[src/rtl/mips_alu_if.sv]
// Operand/result bundle between the decode stage and the execute-stage ALU.
// The master side supplies decoded instruction fields; the slave side returns the registered result.
interface mips_alu_if #(
  parameter int WIDTH = 32
);
  logic [5:0]       opcode;
  logic [WIDTH-1:0] rs_content;
  logic [WIDTH-1:0] rt_content;
  logic [4:0]       shamt;
  logic [5:0]       ALU_control;
  logic [15:0]      immediate;
  logic [WIDTH-1:0] ALU_result;
  logic             sig_branch;

  modport master (
    output opcode, rs_content, rt_content, shamt, ALU_control, immediate,
    input  ALU_result, sig_branch
  );

  modport slave (
    input  opcode, rs_content, rt_content, shamt, ALU_control, immediate,
    output ALU_result, sig_branch
  );
endinterface

[src/rtl/mips_alu.sv]
// MIPS-style execute-stage ALU: decodes opcode/funct, computes a result and a
// branch-taken flag, and registers both with one cycle of latency.
module mips_alu #(
  parameter int WIDTH = 32
) (
  input  logic        clk,
  input  logic        rst_n,
  mips_alu_if.slave   alu
);

  localparam logic [5:0] OP_RTYPE = 6'b000000;
  localparam logic [5:0] OP_BEQ   = 6'b000100;
  localparam logic [5:0] OP_BNE   = 6'b000101;
  localparam logic [5:0] OP_BLEZ  = 6'b000110;
  localparam logic [5:0] OP_BGTZ  = 6'b000111;
  localparam logic [5:0] OP_ADDI  = 6'b001000;
  localparam logic [5:0] OP_ADDIU = 6'b001001;
  localparam logic [5:0] OP_SLTI  = 6'b001010;
  localparam logic [5:0] OP_SLTIU = 6'b001011;
  localparam logic [5:0] OP_ANDI  = 6'b001100;
  localparam logic [5:0] OP_ORI   = 6'b001101;
  localparam logic [5:0] OP_XORI  = 6'b001110;
  localparam logic [5:0] OP_LUI   = 6'b001111;
  localparam logic [5:0] OP_LW    = 6'b100011;
  localparam logic [5:0] OP_SW    = 6'b101011;

  localparam logic [5:0] FN_SLL   = 6'b000000;
  localparam logic [5:0] FN_SRL   = 6'b000010;
  localparam logic [5:0] FN_SRA   = 6'b000011;
  localparam logic [5:0] FN_SLLV  = 6'b000100;
  localparam logic [5:0] FN_SRLV  = 6'b000110;
  localparam logic [5:0] FN_SRAV  = 6'b000111;
  localparam logic [5:0] FN_ADD   = 6'b100000;
  localparam logic [5:0] FN_ADDU  = 6'b100001;
  localparam logic [5:0] FN_SUB   = 6'b100010;
  localparam logic [5:0] FN_SUBU  = 6'b100011;
  localparam logic [5:0] FN_AND   = 6'b100100;
  localparam logic [5:0] FN_OR    = 6'b100101;
  localparam logic [5:0] FN_XOR   = 6'b100110;
  localparam logic [5:0] FN_NOR   = 6'b100111;
  localparam logic [5:0] FN_SLT   = 6'b101010;
  localparam logic [5:0] FN_SLTU  = 6'b101011;

  logic [WIDTH-1:0] rs;
  logic [WIDTH-1:0] rt;
  logic [WIDTH-1:0] imm_se;
  logic [WIDTH-1:0] imm_ze;
  logic [4:0]       var_sh;
  logic [WIDTH-1:0] diff;
  logic [WIDTH-1:0] result_d;
  logic             branch_d;

  assign rs     = alu.rs_content;
  assign rt     = alu.rt_content;
  assign imm_se = {{(WIDTH-16){alu.immediate[15]}}, alu.immediate};
  assign imm_ze = {{(WIDTH-16){1'b0}}, alu.immediate};
  assign var_sh = rs[4:0];
  assign diff   = rs - rt;

  always_comb begin
    result_d = '0;
    branch_d = 1'b0;
    unique case (alu.opcode)
      OP_RTYPE: begin
        case (alu.ALU_control)
          FN_ADD, FN_ADDU: result_d = rs + rt;
          FN_SUB, FN_SUBU: result_d = diff;
          FN_AND:          result_d = rs & rt;
          FN_OR:           result_d = rs | rt;
          FN_XOR:          result_d = rs ^ rt;
          FN_NOR:          result_d = ~(rs | rt);
          FN_SLT:          result_d = {{(WIDTH-1){1'b0}}, ($signed(rs) < $signed(rt))};
          FN_SLTU:         result_d = {{(WIDTH-1){1'b0}}, (rs < rt)};
          FN_SLL:          result_d = rt << alu.shamt;
          FN_SRL:          result_d = rt >> alu.shamt;
          FN_SRA:          result_d = $unsigned($signed(rt) >>> alu.shamt);
          FN_SLLV:         result_d = rt << var_sh;
          FN_SRLV:         result_d = rt >> var_sh;
          FN_SRAV:         result_d = $unsigned($signed(rt) >>> var_sh);
          default:         result_d = '0;
        endcase
      end
      OP_ADDI, OP_ADDIU, OP_LW, OP_SW: result_d = rs + imm_se;
      OP_SLTI:  result_d = {{(WIDTH-1){1'b0}}, ($signed(rs) < $signed(imm_se))};
      OP_SLTIU: result_d = {{(WIDTH-1){1'b0}}, (rs < imm_se)};
      OP_ANDI:  result_d = rs & imm_ze;
      OP_ORI:   result_d = rs | imm_ze;
      OP_XORI:  result_d = rs ^ imm_ze;
      OP_LUI:   result_d = {alu.immediate, 16'h0000};
      OP_BEQ: begin
        result_d = diff;
        branch_d = (rs == rt);
      end
      OP_BNE: begin
        result_d = diff;
        branch_d = (rs != rt);
      end
      // blez/bgtz only look at rs; the result forwards rs unchanged
      OP_BLEZ: begin
        result_d = rs;
        branch_d = ($signed(rs) <= 0);
      end
      OP_BGTZ: begin
        result_d = rs;
        branch_d = ($signed(rs) > 0);
      end
      default: begin
        result_d = '0;
        branch_d = 1'b0;
      end
    endcase
  end

  always_ff @(posedge clk or negedge rst_n) begin
    if (!rst_n) begin
      alu.ALU_result <= '0;
      alu.sig_branch <= 1'b0;
    end else begin
      alu.ALU_result <= result_d;
      alu.sig_branch <= branch_d;
    end
  end

endmodule

[src/flat_wrapper.sv]
// flat-port wrapper written by rule: the top's interface ports become plain ports
module mips_alu_flat 
#(
  parameter int WIDTH = 32
)
  (clk, rst_n, alu_opcode, alu_rs_content, alu_rt_content, alu_shamt, alu_ALU_control, alu_immediate, alu_ALU_result, alu_sig_branch);
  mips_alu_if #(.WIDTH(WIDTH)) alu_i ();
  input  logic clk;
  input  logic rst_n;
  input wire logic [$bits(alu_i.opcode)-1:0] alu_opcode;
  input wire logic [$bits(alu_i.rs_content)-1:0] alu_rs_content;
  input wire logic [$bits(alu_i.rt_content)-1:0] alu_rt_content;
  input wire logic [$bits(alu_i.shamt)-1:0] alu_shamt;
  input wire logic [$bits(alu_i.ALU_control)-1:0] alu_ALU_control;
  input wire logic [$bits(alu_i.immediate)-1:0] alu_immediate;
  output wire logic [$bits(alu_i.ALU_result)-1:0] alu_ALU_result;
  output wire logic [$bits(alu_i.sig_branch)-1:0] alu_sig_branch;
  assign alu_i.opcode = alu_opcode;
  assign alu_i.rs_content = alu_rs_content;
  assign alu_i.rt_content = alu_rt_content;
  assign alu_i.shamt = alu_shamt;
  assign alu_i.ALU_control = alu_ALU_control;
  assign alu_i.immediate = alu_immediate;
  assign alu_ALU_result = alu_i.ALU_result;
  assign alu_sig_branch = alu_i.sig_branch;
  mips_alu #(.WIDTH(WIDTH)) u_core (.clk(clk), .rst_n(rst_n), .alu(alu_i));
endmodule
[config.mk]
export PLATFORM = sky130hd
export DESIGN_NAME = mips_alu_flat
export DESIGN_NICKNAME = d
export VERILOG_FILES = /design/src/rtl/mips_alu_if.sv /design/src/rtl/mips_alu.sv /design/src/flat_wrapper.sv
export SDC_FILE = /design/constraint.sdc
export NUM_CORES = 1
export LEC_CHECK = 0
export ABC_AREA = 1
export CAP_MARGIN = 20
export CORE_UTILIZATION = 30
export CTS_CLUSTER_SIZE = 12
export DETAILED_ROUTE_END_ITERATION = 10
export DONT_BUFFER_PORTS = 1
export GPL_TIMING_DRIVEN = 0
export PLACE_DENSITY = 0.4
export SLEW_MARGIN = 15
export SYNTH_ARGS = -nofsm -noshare
export SYNTH_HDL_FRONTEND = slang
export SYNTH_SLANG_ARGS = --single-unit
[constraint.sdc]
create_clock -name clk -period 0.8 [get_ports clk]
set_input_delay 0.16 -clock clk [delete_from_list [all_inputs] [get_ports clk]]
set_output_delay 0.16 -clock clk [all_outputs]
set_load 0.005 [all_outputs]
## Word level (Yosys, flattened, before mapping)

Index checks and enable logic that the tools add are counted.

| word-level totals | value |
|---|---|
| bits in registers | 33 |

| cells by class | value |
|---|---|
| add/subtract/negate cells | 3 |
| magnitude comparators | 6 |
| equality and inequality tests | 31 |
| shifts and indexed selects | 6 |
| multiplexer cells | 3 |
| bitwise gates (word level) | 7 |
| reductions and logical operators | 7 |

Operators with widths:

| cell | count |
|---|---|
| case mux 32 bit (14 select lines) | 1 |
| case mux 32 bit (10 select lines) | 1 |
| less-than comparator 32 bit | 3 |
| equality test 6 bit, second input constant | 12 |
| adder 32 bit | 2 |
| << shifter 32 x 5 -> 32 bit | 2 |
| >> shifter 32 x 5 -> 32 bit | 2 |
| >>> shifter 32 x 5 -> 32 bit | 2 |
| equality test 6 x 4 -> 1 bit, second input constant | 8 |
| equality test 6 x 3 -> 1 bit, second input constant | 7 |
| AND 32 x 16 -> 32 bit | 1 |
| AND 32 bit | 1 |
| equality test 32 bit | 1 |
| greater-than comparator 32 x 1 -> 1 bit, second input constant | 1 |
| less-or-equal comparator 32 x 1 -> 1 bit, second input constant | 1 |
| less-than comparator 32 x 16 -> 1 bit | 1 |
| inequality test 32 bit | 1 |
| NOT 32 bit | 1 |
| OR 32 x 16 -> 32 bit | 1 |
| OR 32 bit | 1 |
| subtractor 32 bit | 1 |
| XOR 32 x 16 -> 32 bit | 1 |
| XOR 32 bit | 1 |
| equality test 6 x 2 -> 1 bit, second input constant | 2 |
| 4 further kinds | 8 |

## Logic depth before layout (Yosys ltp)

| depth | value |
|---|---|
| depth after elaboration | 4 |
| gate-level depth with buffers | 21 |
| depth with buffers taken out | 20 |

## Least setup slack after synthesis

Ideal clock, no wire load.

| timing | value |
|---|---|
| kind | input-to-reg |
| from | input port alu_rs_content[0] |
| to | register u_core.alu.ALU_result[18] |
| data arrival time | 2.136 ns |
| required time | 0.683 ns |
| path slack | -1.454 ns |
| stages | 19 |
| buffers on the path | 0 |
| cells stage by stage | inv_1 ha_1 fa_1 inv_1 nand2_1 o21ai_1 a21oi_1 o21ai_1 nand2_1 nand2_1 nand2_1 nand3_1 nand2_1 nor2_1 nand2_1 inv_1 nand2_1 nand2_1 nand2_1 |

| on the way | value |
|---|---|
| cells in the longest elaborated chain, start to end | 3 |

Ends and longest elaborated chain:

| item | RTL line | text |
|---|---|---|
| from (decl) | flat_wrapper.sv:11 | `input wire logic [$bits(alu_i.rs_content)-1:0] alu_rs_content;` |
| subtractor 32 bit (tied with other cells) | mips_alu.sv:58 | `assign diff = rs - rt;` |
| case mux 32 bit (14 select lines) | mips_alu.sv:65 | `case (alu.ALU_control)` |
| case mux 32 bit (10 select lines) (*) | mips_alu.sv:63 | `unique case (alu.opcode)` |
| named net u_core.result_d[18] | mips_alu.sv:50 | `logic [WIDTH-1:0] result_d;` |
| to (signal assigned) | mips_alu.sv:119 | `alu.ALU_result <= result_d;` |
| to (decl) | mips_alu_if.sv:22 | `output ALU_result, sig_branch` |

Mark *: on every way through the listed nets, which the timed path passes. The rest lies on a longest branch.

## Worst setup path in the final report

| timing | value |
|---|---|
| from | input port alu_rs_content[0] |
| to | register u_core.alu.ALU_result[1] |

Same word-level chain as after synthesis.

==> flow_summary.yaml <==
synth:
  ys_seq_area_frac: 0.0500
  yosysUniqueCellTypes: 56
  synth-seq-cells: 33
  yosys-top-cells-count: "916 x nand2_1, 546 x nand3_1, 311 x inv_1"
  synthesis.area_per_instance_um2: 5.28
  synth_edf_count: 0
  synth_area_leaders: "nand2_1 21%, nand3_1 17%, ha_1 13%"
  ys_warn_count: 0
  synth_top_area_share: 0.208
  yosysMostFrequentCell: "nand2_1"
  netlist_area_um2: 16500
  ys.flop_type: "dfrtp_1"
  syn_nets: 3406
  synth-async-reset-ratio: 1.00
  yosysTopAreaCell: "nand2_1"
  synthCells: 3128
worst_setup_path:
  worstSetupPathDepth: 12
  arrival_ns: 2.57
  cp-end-kind: "register"
  required_ns: 0.97
  worstSetupPathType: "in2reg"
  critical-path-max-stage-delay_ns: 0.53
  worstSetupStartpoint: "alu_rs_content[0]"
  crit_path_end: "u_core.alu.ALU_result[1]"
  path_cells: "clkinvlp_4, ha_4, fa_2, nor2_1, nor2_1, nand4_1, a21oi_2, nand2_2, inv_2, nand4_1, nand2_1, nand2_1"
  critPathLaunchType: "primary input"
  critPathSlowestCell: "fa_2"
  crit_fanout: 7
  critPathBufInv: 2
  crit_family: "simple AND/OR/NAND/NOR gates"
sta:
  whs_ns: -0.462
  min_period_ns: 2.40
  tns_ns: -48.86
  finalMaxSlewViolations: 0
  setup_viol: 66
  rsz0062_at_grt: "yes"
  fmax_mhz: 416
  hold_viol_final: 33
  setup_ws_ns: -1.60
  relSlewSlack: 0.367
  period_share: 3.00
  worst_pin_slew_ns: 0.949
drt:
  routed_wl_um: 127000
  first_iter_violations: 3357
  dr.pass1.iters: 6
  post_drt_wl_per_cell_um: 30.9
  vias_per_cell: 6.28
  drc: 0
  num_vias: 25900
  ant_nets: 0
clocking:
  clockBufferDepth: 2
  clk_transition_reported_paths_ns: 0.07
  cts_buffers: 5
  cts_tree: "done"
  cts_max_level: 2
  cts-root-buf: "clkbuf_16"
  clock_sinks: 33
floorplan:
  core_area_um2: 54100
  row_count: 85
  pin_count: 132
  die_w_um: 237
  initial_core_util: 0.305
  die_y_um: 237
  dieArea_um2: 56000
run:
  maxCapViolCount: 0
cells_and_area:
  drive_above_1_share: 0.367
  nFillCells: 5771
  area_growth_pct: 52.0
  postLayoutCoreUtil: 0.463
  layout.cells.non_filler: 4122
  final_nets: 3698
min_path:
  hp-class: "in2async"
place:
  globalplace.congestion: 1.11
  dp_hpwl_um: 100000
  dp_slack_ns: -2.88
  dp.cells: 3824
  io_buffers: 0
power:
  powerDensity_nw_per_um2: 833
  leakagePower_nw: 11.4
  ir_worst_vdd_mv: 0.812
  total_power_mw: 20.9
global_route:
  grt_overflow_total: 0
  grt_pass1_wl_um: 175000
  grtUsageTotal: 0.437
  first_global_vias: 23600
  grt_max_degree: 34
  antenna_found_initial: 9
status:
  violations: "hold timing, setup timing"
  status: "complete, but fails checks"
repair_timing:
action                     4_1_cts  5_1_grt
pin swaps                      176      220
hold endpoints to repair        33       33
gates cloned                    12        0
setup endpoints to repair       66       66
gates resized for setup        806      475
buffers inserted               182      114
worst min-delay path by stage:
stage,start,end,slack (ns),depth (start not counted)
2_1_floorplan,rst_n,u_core.alu.ALU_result[0],-0.14,0
3_3_place_gp,rst_n,u_core.alu.ALU_result[5],-0.13,0
3_5_place_dp,rst_n,u_core.alu.ALU_result[10],-0.13,0
4_1_cts,rst_n,u_core.alu.sig_branch,-0.47,0
5_1_grt,rst_n,u_core.alu.sig_branch,-0.47,0
6_report,rst_n,u_core.alu.sig_branch,-0.46,0
through the flow:
| step | cell area [µm²] | hold slack [ns] |
|---|---|---|
| 3_5_place_dp | 17600 | -0.135 |
| 4_1_cts | 22400 | -0.465 |
| 2_1_floorplan | 16800 | -0.136 |
| 6_report | 25100 | -0.462 |
| 3_3_place_gp | 17600 | -0.135 |
| 5_1_grt | 25100 | -0.471 |
power by group:
part           switching [mW]  total [mW]  internal [mW]
clock                   0.937        2.42           1.48
combinational            10.6        16.7           6.07
sequential             0.0552        1.83           1.77
sequential cells by signal (all words and copies together), names as in the netlist:
register               count
u_core.alu.ALU_result     32
u_core.alu.sig_branch      1
layout make-up:
type                            count  area, µm²  share of cell area
Inverter                          326       1550              0.0617
Multi-Input combinational cell   2634      17800               0.712
Clock inverter                      3       46.3             0.00185
Tap cell                          696        871              0.0347
Buffer                            116       1070              0.0428
Clock buffer                        5        125             0.00499
Timing Repair Buffer              304       2730               0.109
Antenna cell                        5       12.5            0.000499
Sequential cell                    33        826              0.0329
placed cells by master, fill, tap and decap left out, drive strengths merged, types with 5 or more instances in the layout:
master / n
o211ai: 36
nor4: 10
nor2: 276
a21o: 11
nand3: 549
diode: 5
a22oi: 5
ha: 176
o21ai: 196
a211oi: 6
clkinv: 5
xor2: 20
a2111oi: 5
clkinvlp: 64
or2: 7
clkbuf: 44
o21bai: 11
inv: 259
a31oi: 10
nand2: 919
nand3b: 12
nor3: 43
dfrtp: 33
a21oi: 202
o22ai: 35
nand4: 43
o221ai: 16
a221oi: 14
buf: 380
cell families (layout without fill, tap and decap cells):
family,count (synthesis),in the layout,share of synthesized area
simple gates,1865,1866,0.487
fa+ha+maj,179,179,0.137
other cells,0,5,0
buf+inv,462,754,0.112
flops,33,33,0.0500
compound gates,569,569,0.203
xor+xnor,20,20,0.0106
metal layers:
layer	vias up	share of wire	global-route usage
met4	6	0.064	0.208
li1	11200	-	-
met2	1710	0.40	0.628
met1	12500	0.41	0.589
met3	435	0.13	0.132
met5	-	0.00089	0
No activity file was read; power rests on OpenSTA's default activity.
